File: src/rtl/seven_seg_pkg.sv
// Shared constants for the seven-segment scan decoder: cathode patterns, anode codes,
// default settle time and the BCD-to-binary helper used when a frame completes.
package seven_seg_pkg;

    localparam int SETTLE_CYCLES_DEFAULT = 16;

    // Active-low cathodes, bit6 = segment a ... bit0 = segment g
    localparam logic [6:0] SEG_0 = 7'b0000001;
    localparam logic [6:0] SEG_1 = 7'b1001111;
    localparam logic [6:0] SEG_2 = 7'b0010010;
    localparam logic [6:0] SEG_3 = 7'b0000110;
    localparam logic [6:0] SEG_4 = 7'b1001100;
    localparam logic [6:0] SEG_5 = 7'b0100100;
    localparam logic [6:0] SEG_6 = 7'b0100000;
    localparam logic [6:0] SEG_7 = 7'b0001111;
    localparam logic [6:0] SEG_8 = 7'b0000000;
    localparam logic [6:0] SEG_9 = 7'b0000100;

    localparam logic [3:0] ANODE_THOUSANDS = 4'b0111;
    localparam logic [3:0] ANODE_HUNDREDS  = 4'b1011;
    localparam logic [3:0] ANODE_TENS      = 4'b1101;
    localparam logic [3:0] ANODE_UNITS     = 4'b1110;
    localparam logic [3:0] ANODE_BLANK     = 4'b1111;

    typedef enum logic [1:0] {
        ANODE_KIND_BLANK,
        ANODE_KIND_SINGLE,
        ANODE_KIND_MULTI
    } anode_kind_t;

    function automatic anode_kind_t classify_anode(input logic [3:0] anode);
        if (anode == ANODE_BLANK) return ANODE_KIND_BLANK;
        if ($countones(anode) == 3) return ANODE_KIND_SINGLE;
        return ANODE_KIND_MULTI;
    endfunction

    function automatic logic [15:0] bcd_to_bin(input logic [15:0] bcd);
        logic [16:0] sum;
        sum = 17'(bcd[15:12]) * 17'd1000 + 17'(bcd[11:8]) * 17'd100
            + 17'(bcd[7:4]) * 17'd10 + 17'(bcd[3:0]);
        return sum[15:0];
    endfunction

endpackage

File: src/rtl/seven_seg_pattern_decoder.sv
// Combinational map from an active-low cathode pattern to a decimal digit;
// valid drops for any pattern outside the ten digit shapes.
module seven_seg_pattern_decoder
    import seven_seg_pkg::*;
(
    input  logic [6:0] cathode,
    output logic [3:0] digit,
    output logic       valid
);

    always_comb begin
        digit = 4'd0;
        valid = 1'b1;
        case (cathode)
            SEG_0:   digit = 4'd0;
            SEG_1:   digit = 4'd1;
            SEG_2:   digit = 4'd2;
            SEG_3:   digit = 4'd3;
            SEG_4:   digit = 4'd4;
            SEG_5:   digit = 4'd5;
            SEG_6:   digit = 4'd6;
            SEG_7:   digit = 4'd7;
            SEG_8:   digit = 4'd8;
            SEG_9:   digit = 4'd9;
            default: valid = 1'b0;
        endcase
    end

endmodule

File: src/rtl/seven_segment_display_decoder.sv
// Snoops a multiplexed 4-digit seven-segment drive, captures each digit once its
// anode/cathode pins settle, and publishes the value whenever all four digits are seen.
module seven_segment_display_decoder
    import seven_seg_pkg::*;
#(
    parameter int SETTLE_CYCLES = SETTLE_CYCLES_DEFAULT
) (
    input  logic        clock_100Mhz,
    input  logic        reset,
    input  logic [3:0]  Anode_Activate,
    input  logic [6:0]  LED_out,
    output logic [15:0] decoded_number,
    output logic [15:0] decoded_bcd,
    output logic        frame_valid,
    output logic        pattern_error,
    output logic        anode_error,
    output logic [3:0]  digits_seen
);

    localparam int CW = $clog2(SETTLE_CYCLES + 1);
    localparam logic [CW-1:0] COUNT_MAX  = CW'(SETTLE_CYCLES);
    localparam logic [CW-1:0] COUNT_LAST = CW'(SETTLE_CYCLES - 1);

    logic [10:0]   sync_meta;
    logic [10:0]   sync_data;
    logic [CW-1:0] stable_count;
    logic          changed;
    logic          capture;
    logic [3:0]    anode;
    logic [6:0]    cathode;
    logic [3:0]    seg_digit;
    logic          seg_valid;
    anode_kind_t   anode_kind;
    logic          write_digit;
    logic [3:0]    position;
    logic [15:0]   digits;
    logic          frame_done;
    logic [3:0]    seen_next;

    always_ff @(posedge clock_100Mhz or posedge reset) begin
        if (reset) begin
            sync_meta <= '0;
            sync_data <= '0;
        end else begin
            sync_meta <= {Anode_Activate, LED_out};
            sync_data <= sync_meta;
        end
    end

    // Comparing the two synchronizer stages flags the edge where the settled value moves,
    // which keeps pin-to-frame_valid latency at SETTLE_CYCLES+3.
    assign changed = (sync_meta != sync_data);

    always_ff @(posedge clock_100Mhz or posedge reset) begin
        if (reset) begin
            stable_count <= '0;
        end else if (changed) begin
            stable_count <= '0;
        end else if (stable_count != COUNT_MAX) begin
            stable_count <= stable_count + 1'b1;
        end
    end

    assign capture = !changed && (stable_count == COUNT_LAST);
    assign anode   = sync_data[10:7];
    assign cathode = sync_data[6:0];

    seven_seg_pattern_decoder u_pattern_decoder (
        .cathode (cathode),
        .digit   (seg_digit),
        .valid   (seg_valid)
    );

    assign anode_kind  = classify_anode(anode);
    assign write_digit = capture && (anode_kind == ANODE_KIND_SINGLE) && seg_valid;
    assign position    = ~anode;
    assign frame_done  = (digits_seen == 4'b1111);

    always_comb begin
        seen_next = frame_done ? 4'b0000 : digits_seen;
        if (write_digit) seen_next = seen_next | position;
    end

    always_ff @(posedge clock_100Mhz or posedge reset) begin
        if (reset) begin
            digits      <= '0;
            digits_seen <= '0;
        end else begin
            digits_seen <= seen_next;
            if (write_digit) begin
                for (int i = 0; i < 4; i++) begin
                    if (position[i]) digits[4*i +: 4] <= seg_digit;
                end
            end
        end
    end

    always_ff @(posedge clock_100Mhz or posedge reset) begin
        if (reset) begin
            decoded_number <= '0;
            decoded_bcd    <= '0;
            frame_valid    <= 1'b0;
            pattern_error  <= 1'b0;
            anode_error    <= 1'b0;
        end else begin
            frame_valid   <= frame_done;
            pattern_error <= capture && (anode_kind == ANODE_KIND_SINGLE) && !seg_valid;
            anode_error   <= capture && (anode_kind == ANODE_KIND_MULTI);
            if (frame_done) begin
                decoded_bcd    <= digits;
                decoded_number <= bcd_to_bin(digits);
            end
        end
    end

endmodule
File: config.mk
export PLATFORM = sky130hd
export DESIGN_NAME = seven_segment_display_decoder
export DESIGN_NICKNAME = d
export VERILOG_FILES = /design/src/rtl/seven_seg_pkg.sv /design/src/rtl/seven_seg_pattern_decoder.sv /design/src/rtl/seven_segment_display_decoder.sv
export SDC_FILE = /design/constraint.sdc
export NUM_CORES = 1
export LEC_CHECK = 0
export ABC_AREA = 1
export CAP_MARGIN = 0
export CELL_PAD_IN_SITES_DETAIL_PLACEMENT = 1
export CELL_PAD_IN_SITES_GLOBAL_PLACEMENT = 1
export CORE_ASPECT_RATIO = 1.4
export CORE_UTILIZATION = 49
export DETAILED_ROUTE_END_ITERATION = 16
export DONT_BUFFER_PORTS = 1
export PLACE_DENSITY = 0.83
export RECOVER_POWER = 100
export SLEW_MARGIN = 20
export SYNTH_ARGS = -nofsm -noshare
export SYNTH_HDL_FRONTEND = slang
export SYNTH_SLANG_ARGS = --single-unit
File: constraint.sdc
create_clock -name clock_100Mhz -period 4.58 [get_ports clock_100Mhz]
set_input_delay 0.916 -clock clock_100Mhz [delete_from_list [all_inputs] [get_ports clock_100Mhz]]
set_output_delay 0.916 -clock clock_100Mhz [all_outputs]
set_load 0.03 [all_outputs]
==> metrics.md <==
| Metric | Value |
|---|---|
| Status | completed |
| Nets | 683 |
| Synth cell types | 32 |
| Post-DR wirelength/cell | 16.9 µm |
| FF/Latch Area | 0.00200 mm² |
| Syn Nets | 677 |
| Synth Register Bits | 80 |
| Adder-Cell Fraction of Synth Area | 21.1% |
| Setup violators final | 0 |
| Num ports | 52 |
| Hpwl dp | 9.28 mm |
| Max-Slew Margin vs Limit | 14.1% |
| Worst Hold Depth | 0 |
| Die area | 0.0108 mm² |
| Origin of the critical flop-to-flop path | digits[13] |
| Area of the mapped netlist | 0.00509 mm² |
| Filler cells | 1,181 |
| Share of layout cells above drive strength 1 | 9.83% |
| DR vias | 3,949 |
| Unrepaired setup endpoints after global routing | no |
| Worst-Skew Late Latency | 340 ps |
| Area Growth Syn to Fin | 9.05% |
| Crit Path Max Fanout | 5 |
| WS Path Type | register to register |
| Reg2reg path depth | 20 |
| Hold crit path type | register to register |
| Die height | 123 µm |
| Pin count of the biggest net entering global routing | 52 |
| Mapped Cells | 589 |
| Endpoints failing hold | 0 |
| CTS tree | built |
| All-Layer GR Usage | 25.7% |
| Synthesis Warnings | 0 |
| DR iter-0 viols | 104 |
| Flop2flop setup slack | 290 ps |
| Commonest non-fill, non-tap cells in the layout | nand2_1 (174), dfrtp_1 (79), inv_1 (75) |
| First-pass GRT wire length | 20.5 mm |
| Capturing element type of the critical path | register |
| Clk pin slew, worst setup/hold paths | 60 ps |
| Tot Pwr | 1.57 mW |
| Arrival time at the worst endpoint | 4530 ps |
| ANT cells | 0 |
| Hold_sp | sync_meta[10] |
| Fmax | 0.233 GHz |
| Commonest non-fill, non-tap cell in the layout | nand2_1 |
| Post-route DRC violation count | 0 |
| Total negative slack | 0 ps |
| Drt pass-1 iters | 4 |
| Largest family of logic cells by synthesized area | simple AND/OR/NAND/NOR gates |
| I/O Buffers | 0 |
| Initial Util | 50.9% |
| Sequential share of the synthesized area | 39.3% |
| Synth Area in XOR/XNOR | 2.93% |
| Worst IR drop on VDD | 0.262 mV |
| Area of the multi-input gates | 0.00270 mm² |
| Hold EP | sync_data[10] |
| Mux share of post-synthesis cell area | 0% |
| PwrDens | 283 mW/mm² |
| Max Clock Skew | 9.78 ps |
| Simple-gate share of the synthesized area | 24.3% |
| Period utilisation layout | 93.7% |
| Reg-to-Reg End | decoded_number[14] |
| Initial antenna violation count | 0 |
| Number of global-route vias before repair | 4,391 |
| TritonCTS sink count | 80 |
| GRT overflow | 0 |
| H-Tree Depth | 3 |
| Antenna Nets Post-Route | 0 |
| Row count | 43 |
| Core Area | 0.0100 mm² |
| Worst path required time | 4810 ps |
| Gpl congestion | 0.931 |
| Synth Area in Compound Gates | 4.87% |
| Worst Max-Slew Pin Slew | 1290 ps |
| Die Span X | 88.1 µm |
| Root buf cell | clkbuf_16 |
| Max-cap violations | 0 |
| Vias/cell | 5.37 |
| Crit start category | register |
| Tmin final | 4290 ps |
| Syn avg cell area | 8.64 µm² |
| WL final | 12.4 mm |
| Count of final max-slew check failures | 0 |
| Clock tree buffer depth | 2 |
| Leak Pwr | 3.09 nW |
| CTS Hold Buffers Added | 0 |
| CTS Buf Count | 9 |
-- worst max-delay path: stages, from the launching register on --
cell and delay [ps]:
dfrtp_2 450, fa_1 610, inv_1 100, fa_1 500, inv_1 40, ha_1 340, a21oi_1 160, nand2_1 120
xnor2_1 160, inv_1 60, ha_1 290, ha_1 300, ha_1 360, nand2_1 90, nand2_1 80, a31oi_2 200
nand3_1 90, nand2_1 80, nand2_1 60, nand2_1 60, nand2_1 40
-- sequential cells by signal, summed over array words and instances (netlist names) --
| register | flops |
|---|---|
| digits_seen | 4 |
| frame_valid | 1 |
| anode_error | 1 |
| stable_count | 5 |
| decoded_bcd | 15 |
| decoded_number | 15 |
| sync_data | 11 |
| sync_meta | 11 |
| digits | 16 |
| pattern_error | 1 |
-- power breakdown --
part	switching (mW)	leakage (nW)	internal (mW)	total, mW
combinational	0.0427	1.88	0.0160	0.0587
sequential	0.0124	1.07	0.717	0.729
clock	0.290	0.152	0.491	0.782
total	0.345	3.09	1.22	1.57
-- area by class of cell --
type | instances | area share, %
clock buffer | 11 | 4.37
inverter | 87 | 5.91
tap | 135 | 3.04
multi-input combinational | 413 | 48.7
timing repair buffer | 4 | 0.428
sequential | 80 | 36.1
clock inverter | 5 | 1.44
-- metal layers --
layer / global-route usage (%) / wire length (µm)
met1: 24.3 / 4340
met2: 49.5 / 7140
met3: 4.91 / 390
met4: 15.6 / 576
met5: 0 / 0
-- how the worst max path moves through the flow --
stage               cells after the start  slack (ps)                 end       start
finish                                 20         290  decoded_number[14]  digits[13]
global route                           18          20  decoded_number[13]  digits[14]
CTS                                    19         120  decoded_number[13]  digits[13]
detailed placement                     19         140  decoded_number[13]  digits[13]
global placement                       19         250  decoded_number[13]  digits[13]
floorplan                              19         490  decoded_number[12]  digits[14]
-- synth_stat cells (all sizes together) --
| cell | n | area [µm²] |
|---|---|---|
| a21boi | 1 | 7.51 |
| nor3 | 4 | 20.0 |
| nand4 | 5 | 37.5 |
| nor3b | 1 | 7.51 |
| a21oi | 17 | 88.8 |
| nand3 | 44 | 260 |
| conb | 1 | 3.75 |
| xor2 | 4 | 35.0 |
| nand3b | 2 | 15.0 |
| clkbuf | 6 | 22.5 |
| dfrtp | 80 | 2000 |
| or2 | 3 | 18.8 |
| buf | 3 | 26.3 |
| clkinv | 1 | 3.75 |
| a31oi | 10 | 62.6 |
| inv | 86 | 323 |
| nor2 | 39 | 201 |
| nand2 | 177 | 677 |
| o21ai | 17 | 88.8 |
| ha | 57 | 713 |
| fa | 18 | 360 |
| xnor2 | 13 | 114 |
-- per-stage QoR --
step | utilization [%] | cell area, µm² | hold WS [ps] | cells | setup slack [ps]
after detailed placement | 52.4 | 5240 | 386 | 719 | 143
after global placement | 52.4 | 5240 | 379 | 719 | 251
after global routing | 55.5 | 5550 | 411 | 735 | 18.8
after CTS | 55.6 | 5560 | 396 | 735 | 123
final | 55.5 | 5550 | 395 | 735 | 287
after floorplan | - | 5090 | 373 | 589 | 486
-- cells by family (layout without fill, tap and decap cells) --
group,after synthesis,after routing
simple gates,275,275
buf+inv,96,107
flops,80,80
fa+ha+maj,75,75
compound gates,45,45
xor+xnor,17,17
other cells,1,1
-- repair_timing --
item,4_1_cts,5_1_grt
gates resized for setup,0,8
endpoints found under the setup margin,0,4
buffers inserted,0,0
Power figures use the tool's default switching activity.
